## src/rtl/ext_pipe_unit_pkg.sv

```systemverilog
`default_nettype none
// ============================================================================
// Module   : ext_pipe_unit_pkg
// Purpose  : Shared types and default widths for the operand extender and
//            its consumers (decode immediate path, writeback load path).
// Contents : ext_mode_t - extension mode encoding
//            DEF_IN_W / DEF_OUT_W / DEF_TAG_W - default widths
// Revision : 1.0 - initial release
// ============================================================================
package ext_pipe_unit_pkg;

  typedef enum logic [1:0] {
    EXT_ZERO  = 2'd0,
    EXT_SIGN  = 2'd1,
    EXT_UPPER = 2'd2,
    EXT_SBYTE = 2'd3
  } ext_mode_t;

  localparam int DEF_IN_W  = 16;
  localparam int DEF_OUT_W = 32;
  localparam int DEF_TAG_W = 5;

endpackage : ext_pipe_unit_pkg
`default_nettype wire

```

## src/rtl/ext_pipe_unit_ext_core.sv

```systemverilog
`default_nettype none
// ============================================================================
// Module   : ext_core
// Purpose  : Purely combinational operand widener. Shared between the decode
//            immediate path and the writeback load path.
// Ports    : i_mode  - extension mode (ext_mode_t)
//            i_data  - IN_W-bit operand
//            o_data  - OUT_W-bit extended result
// Revision : 1.0 - initial release
// ============================================================================
module ext_core
  import ext_pipe_unit_pkg::*;
#(
  parameter int IN_W  = DEF_IN_W,
  parameter int OUT_W = DEF_OUT_W
) (
  input  ext_mode_t          i_mode,
  input  logic [IN_W-1:0]    i_data,
  output logic [OUT_W-1:0]   o_data
);

  always_comb begin
    o_data = '0;
    case (i_mode)
      EXT_ZERO:  o_data = {{(OUT_W-IN_W){1'b0}}, i_data};
      EXT_SIGN:  o_data = {{(OUT_W-IN_W){i_data[IN_W-1]}}, i_data};
      // LUI form; the concatenation is exactly OUT_W wide, so no truncation
      // is needed even when the operand is wider than the zero fill.
      EXT_UPPER: o_data = {i_data, {(OUT_W-IN_W){1'b0}}};
      EXT_SBYTE: o_data = {{(OUT_W-8){i_data[7]}}, i_data[7:0]};
      default:   o_data = '0;
    endcase
  end

endmodule : ext_core
`default_nettype wire

```

## src/rtl/ext_pipe_unit.sv

```systemverilog
`default_nettype none
// ============================================================================
// Module   : ext_pipe_unit
// Purpose  : Pipelined immediate/load-data extender with a 2-entry output
//            queue. in_ready depends only on registered occupancy, so a
//            consumer stall never reaches the producer combinationally.
// Ports    : clk, rst_n (async, active-low), flush (sync discard)
//            in_valid/in_ready, mode, data_in, tag_in   - producer side
//            out_valid/out_ready, data_out, tag_out      - consumer side
//            occupancy                                   - entries held (0..2)
// Revision : 1.0 - initial release
// ============================================================================
module ext_pipe_unit
  import ext_pipe_unit_pkg::*;
#(
  parameter int IN_W  = DEF_IN_W,
  parameter int OUT_W = DEF_OUT_W,
  parameter int TAG_W = DEF_TAG_W
) (
  input  logic              clk,
  input  logic              rst_n,
  input  logic              flush,
  input  logic              in_valid,
  output logic              in_ready,
  input  logic [1:0]        mode,
  input  logic [IN_W-1:0]   data_in,
  input  logic [TAG_W-1:0]  tag_in,
  output logic              out_valid,
  input  logic              out_ready,
  output logic [OUT_W-1:0]  data_out,
  output logic [TAG_W-1:0]  tag_out,
  output logic [1:0]        occupancy
);

  localparam int DEPTH = 2;

  logic [OUT_W-1:0] w_ext;
  logic             w_push;
  logic             w_pop;

  logic [OUT_W-1:0] r_data [DEPTH];
  logic [TAG_W-1:0] r_tag  [DEPTH];
  logic             r_rd_ptr;
  logic             r_wr_ptr;
  logic [1:0]       r_count;

  ext_core #(
    .IN_W  (IN_W),
    .OUT_W (OUT_W)
  ) u_ext_core (
    .i_mode (ext_mode_t'(mode)),
    .i_data (data_in),
    .o_data (w_ext)
  );

  assign in_ready  = (r_count != 2'd2);
  assign out_valid = (r_count != 2'd0);
  assign data_out  = r_data[r_rd_ptr];
  assign tag_out   = r_tag[r_rd_ptr];
  assign occupancy = r_count;

  // Flush gates both handshakes so it overrides any concurrent transfer.
  assign w_push = in_valid  && in_ready  && !flush;
  assign w_pop  = out_valid && out_ready && !flush;

  always_ff @(posedge clk or negedge rst_n) begin
    if (!rst_n) begin
      for (int i = 0; i < DEPTH; i++) begin
        r_data[i] <= '0;
        r_tag[i]  <= '0;
      end
      r_rd_ptr <= 1'b0;
      r_wr_ptr <= 1'b0;
      r_count  <= 2'd0;
    end else if (flush) begin
      r_rd_ptr <= 1'b0;
      r_wr_ptr <= 1'b0;
      r_count  <= 2'd0;
    end else begin
      if (w_push) begin
        r_data[r_wr_ptr] <= w_ext;
        r_tag[r_wr_ptr]  <= tag_in;
        r_wr_ptr         <= ~r_wr_ptr;
      end
      if (w_pop) begin
        r_rd_ptr <= ~r_rd_ptr;
      end
      case ({w_push, w_pop})
        2'b10:   r_count <= r_count + 2'd1;
        2'b01:   r_count <= r_count - 2'd1;
        default: r_count <= r_count;
      endcase
    end
  end

endmodule : ext_pipe_unit
`default_nettype wire

```

## config.mk

```make
export PLATFORM = sky130hd
export DESIGN_NAME = ext_pipe_unit
export DESIGN_NICKNAME = d
export VERILOG_FILES = /design/src/rtl/ext_pipe_unit_pkg.sv /design/src/rtl/ext_pipe_unit_ext_core.sv /design/src/rtl/ext_pipe_unit.sv
export SDC_FILE = /design/constraint.sdc
export NUM_CORES = 1
export LEC_CHECK = 0
export BUFFER_PORTS_ARGS = -buffer_cell sky130_fd_sc_hd__buf_4
export CAP_MARGIN = 10
export CORE_ASPECT_RATIO = 0.75
export CORE_MARGIN = 3
export CORE_UTILIZATION = 40
export CTS_BUF_LIST = sky130_fd_sc_hd__clkbuf_8
export DETAILED_ROUTE_END_ITERATION = 10
export SLEW_MARGIN = 20
export SYNTH_ARGS = -nofsm -noshare
export SYNTH_HDL_FRONTEND = slang
export SYNTH_SLANG_ARGS = --single-unit
```

## constraint.sdc

```tcl
create_clock -name clk -period 2.6 [get_ports clk]
set_input_delay 0.13 -clock clk [delete_from_list [all_inputs] [get_ports clk]]
set_output_delay 0.13 -clock clk [all_outputs]
set_load 0.02 [all_outputs]
```

== Yosys cells after proc, flatten, opt, wreduce, memory -nomap -nowiden ==
Index checks and enable logic that the tools add are counted.

* Flip-flop bits (word level): 78
* Input bits: 28
* Output and inout port bits: 41
* Logic and storage cells: 54

* $add $sub $neg: 2
* Magnitude comparators: 3
* Equality and inequality tests: 6
* Multiplexer cells: 19
* Bitwise logic cells: 5
* Reductions and logical operators: 12

{| class="wikitable"
|+ Operator list
! cell !! count
|-
| 32-bit two-way mux || 4
|-
| 32-bit case mux with 4 select lines || 1
|-
| 64-bit bitwise mux || 1
|-
| 32-bit demux with 1-bit select || 1
|-
| 5-bit two-way mux || 4
|-
| 10-bit bitwise mux || 1
|-
| 2-bit equality test, second input constant || 3
|-
| 2-bit nonzero test || 3
|-
| 5-bit demux with 1-bit select || 1
|-
| 1-bit logical AND || 5
|-
| 2-bit by 1-bit equality test with 1-bit output, second input constant || 2
|-
| 2-bit >= comparator, second input constant || 2
|-
| 1-bit two-way mux || 4
|-
| 1-bit inverter with 2-bit output || 2
|-
| 2-bit case mux with 2 select lines || 1
|-
| 1-bit inverter || 3
|-
| 3-bit nonzero test || 1
|-
| 2-bit by 1-bit adder with 2-bit output, second input constant || 1
|-
| 2-bit zero test || 1
|-
| 2-bit by 1-bit less-than comparator with 1-bit output, second input constant || 1
|-
| 2-bit two-way mux || 1
|-
| 2-bit inequality test, second input constant || 1
|-
| 2-bit AND reduction || 1
|-
| 2-bit by 1-bit subtractor with 2-bit output, second input constant || 1
|-
| 1-bit zero test || 1
|}

== Depth between registers and ports, before layout ==
* Depth in word-level cells: 6
* Gate-level depth with buffers: 5
* Depth with buffers taken out: 4

== Hierarchy ==
From an unflattened synthesis, not the netlist that was laid out.

* Cells, all modules: 280
* Area, all modules: 3,931.3 µm²

{| class="wikitable"
|+ By module, submodules not included
! module !! times used !! cells each !! area each (µm²) !! sequential area each (µm²)
|-
| ext_pipe_unit || 1 || 221 || 3,539.6 || 1,951.9
|-
| ext_core || 1 || 59 || 391.6 || 0.0
|}

== Least setup slack after synthesis ==
Ideal clock, no wire load.

* Path type: reg2reg
* Start: register r_count[0] (netlist: occupancy[0])
* End: register r_data[39] (netlist bit)
* Library setup time: 0.125 ns
* Arrival time: 1.718 ns
* Required time: 2.475 ns
* Path slack: 0.757 ns
* Cell stages (with the launch flop): 5
* Buffers on the path: 1
* Period minus slack after synthesis: 1.843 ns
* Cells stage by stage: dfrtp_1 -> and2b_4 -> nor4_4 -> buf_6 -> mux2_4

* Longest elaborated chain between the ends: 4

{| class="wikitable"
|+ Ends and longest elaborated chain
! element !! RTL line !! text
|-
| start, declared || ext_pipe_unit.sv:45 || <nowiki>logic [1:0] r_count;</nowiki>
|-
| start signal, assigned || ext_pipe_unit.sv:89 || <nowiki>2'b10: r_count <= r_count + 2'd1;</nowiki>
|-
| start signal, assigned || ext_pipe_unit.sv:90 || <nowiki>2'b01: r_count <= r_count - 2'd1;</nowiki>
|-
| start signal, assigned || ext_pipe_unit.sv:91 || <nowiki>default: r_count <= r_count;</nowiki>
|-
| 2-bit inequality test || ext_pipe_unit.sv:56 || <nowiki>assign in_ready = (r_count != 2'd2);</nowiki>
|-
| 1-bit logical AND (2 in series) || ext_pipe_unit.sv:63 || <nowiki>assign w_push = in_valid && in_ready && !flush;</nowiki>
|-
| 2-bit AND reduction (no source line) || -- ||
|-
| end signal, assigned by index || ext_pipe_unit.sv:81 || <nowiki>r_data[r_wr_ptr] <= w_ext;</nowiki>
|-
| end, declared || ext_pipe_unit.sv:41 || <nowiki>logic [OUT_W-1:0] r_data [DEPTH];</nowiki>
|}

No other way between the ends.
A chain may end at the register's enable or synchronous reset.

== Worst setup path after layout ==
* Start: register r_count[0] (netlist: occupancy[0])
* End: register r_data[11] (netlist bit)

The elaborated chain is that of the path after synthesis.

==> summary.txt <==
Setup path
  • Worst path slowest cell: dfrtp_1
  • CP startpoint kind: flop
  • Largest fanout on the critical path: 28
  • R2R Setup Slk: 700 ps
  • CP Class: reg2reg
  • CP cell instances: and2b_4, nor4b_2, buf_4, mux2_2
  • Critical Path End Type: flop
  • Crit path DAT: 2150 ps
  • Slowest stage delay, CP: 450 ps
  • Data required, critical path: 2850 ps

Layout
  • Fill cell count: 802
  • Share of layout cells above drive strength 1: 60.23%
  • Antenna Cells: 0
  • Layout Nets: 375
  • Area Overhead vs Synth: 24.88%
  • Commonest non-fill, non-tap cell in the layout: mux2_2
  • Most frequent cells in the layout: 92 x mux2_2, 77 x dfrtp_1, 75 x buf_4, 20 x mux2_4, 16 x a22o_1

Flow run
  • Max-Cap Viols: 0

Timing
  • Final Setup Violations: 0
  • Final min period: 1900 ps
  • Final Max Tran Viols: 0
  • Final period utilization: 73.07%
  • Final hold vios: 0
  • Setup WS post-layout: 700.3 ps
  • Final TNS setup: 0 ps
  • Max frequency: 526.4 MHz
  • Rel. slew slack: 57.04%
  • RSZ-0062 raised after global routing: false
  • Worst-Margin Slew: 644.4 ps
  • Setup Skew: 7.469 ps

Clock network
  • Setup bufs post-CTS: 0
  • CTS buffer count: 9
  • Clk_lat worst skew: 360 ps
  • Clock tree from TritonCTS: built
  • Root buffer cell: clkbuf_8
  • CTS Sinks: 78
  • Clk slew on worst S/H paths: 80 ps
  • Clock tree buffer depth: 2
  • CTS H-tree lvls: 3

Die
  • Floorplan Core Area: 9196 um^2
  • Initial Util: 41.62%
  • I/O Pins: 69
  • Rows: 30
  • Die footprint: 10790 um^2
  • Die height: 90.72 um
  • Die span in x: 119.0 um

Pwr
  • NetSw: 1117 uW
  • Total design power: 3916 uW
  • Logic pwr share: 29.5%
  • PwrDens: 819.3 nW/um^2
  • Peak VDD IR: 0.0003871 V
  • Reg power frac: 42.3%
  • Cell Int Power: 2799 uW
  • Sw frac: 28.53%
  • Clock Power Share: 28.2%
  • LEAKAGE: 0.002215 uW

Global routing
  • Gr ovfl total: 0
  • Initial antenna violation count: 0
  • First-pass GRT wire length: 13.50 mm
  • Global-route usage over all layers: 15.95%
  • Vias in the first global route: 2588
  • Pin count of the biggest net entering global routing: 51

Hold path
  • HP Class: in2reg

Placement
  • Port bufs: 68
  • GPL Wtd Cong: 0.8044
  • Worst slack at placement: 692.3 ps
  • Dpl hpwl: 5.361 mm

Synth
  • Synth warnings: 0
  • Synth Instances: 270
  • Synth unique cells: 28
  • Yosys reg bits: 78
  • Post-Synthesis Mean Instance Area: 14.18 um^2
  • Syn Std Cell Area: 3827 um^2
  • Syn Nets: 298
  • Sequential share of the synthesized area: 51.00%

Drt
  • WL final: 8.101 mm
  • TritonRoute pass-1 iters: 4
  • Vias per inst: 5.048
  • Vias: 2423
  • Drt initial violations: 116
  • Final ANT Viol Nets: 0
  • Routed WL per cell: 16.88 um
  • DR DRC count: 0

Outcome
  • Status: complete, no violations
## per-layer routing
layer / wire length [um] / vias to the layer above / part of all wire (%) / global-route usage, %
met1: 3887 / 1222 / 48 / 22.19
li1: - / 1125 / - / -
met2: 3623 / 65 / 45 / 23.69
met5: 0 / - / 0 / 0
met3: 475 / 11 / 5.9 / 5.009
met4: 115 / 0 / 1.4 / 5.207
## power by group through the flow
stage | registers, uW | logic [uW] | clock network (uW)
6_report | 1660 | 1160 | 1100
5_1_grt | 1700 | 1250 | 1190
4_1_cts | 1660 | 1170 | 1140
3_5_place_dp | 1680 | 1160 | 0
3_3_place_gp | 1670 | 1140 | 0
2_1_floorplan | 1630 | 799 | 0
## worst max-delay path, delay by kind of cell (launching register included)
family / cells / cell delay [ps]
muxes: 1 / 390
DFF: 1 / 450
buffers and inverters: 1 / 430
and+or+nand+nor: 2 / 520
## registers in the layout, summed over array words and instances, names as in the netlist
register   cells
occupancy      2
r_tag         10
r_wr_ptr       1
r_data        64
r_rd_ptr       1
## logic make-up after synthesis
group / synth area share, %
xor gates and xnor gates: 0.2289
DFF: 51.00
muxes: 35.17
buffers and inverters: 3.857
and+or+nand+nor: 3.988
AOI/OAI and AO/OA: 5.753
## stage by stage
step / hold slack, ps / instances / cell area (um^2) / utilization [%]
after floorplan: -165.6 / 270 / 3827 / -
after CTS: 47.06 / 480 / 4780 / 51.97
after detailed placement: 203.6 / 457 / 4464 / 48.54
final: 69.91 / 480 / 4780 / 51.97
after global routing: 74.09 / 480 / 4780 / 51.97
after global placement: 201.5 / 457 / 4464 / 48.54
## synth_stat cells
master     n  area (um^2)
or3_2      1        7.510
or2_2      2        12.51
nand2b_1   1        6.260
o211ai_1   1        7.510
nor4b_1    1        8.760
clkbuf_1   8        30.03
mux2_4    20        300.3
nor2_1     1        3.750
inv_2      1        3.750
and2b_4    1        10.01
nor3b_1    1        7.510
buf_2      1        5.000
a22o_1    16        140.1
nand3_1    1        5.000
buf_4      1        7.510
a21o_1     1        7.510
nor2b_1   10        62.56
nor4_4     1        21.27
buf_1      1        3.750
inv_1      8        30.03
xor2_1     1        8.760
dfrtp_1   78         1952
buf_6      6        67.56
nand3b_1   1        7.510
a21oi_1    4        20.02
o21ai_0    9        45.04
mux2i_1    1        10.01
mux2_2    92         1036
## what timing repair did
action	in CTS	in global routing
hold buffers	7	0
gates resized for setup	0	0
endpoints found under the hold margin	61	0
## area by class of cell
type	count	area [um^2]	area share [%]
Sequential cell	78	1953	40.86
Multi-Input combinational cell	166	1734	36.28
Timing Repair Buffer	83	653.1	13.66
Tap cell	128	160.2	3.351
Clock buffer	9	123.9	2.592
Clock inverter	7	121.4	2.539
Inverter	9	33.78	0.7068
## final timing paths
check,from,to,cells after the start
min in group asynchronous,rst_n,r_data[41],2
min,out_ready,occupancy[1],3
max,occupancy[0],r_data[11],4
max reg2reg,occupancy[0],r_data[11],4
max in group asynchronous,rst_n,r_data[38],3
min reg2reg,r_data[37],r_data[37],1
Power figures use the tool's default switching activity.
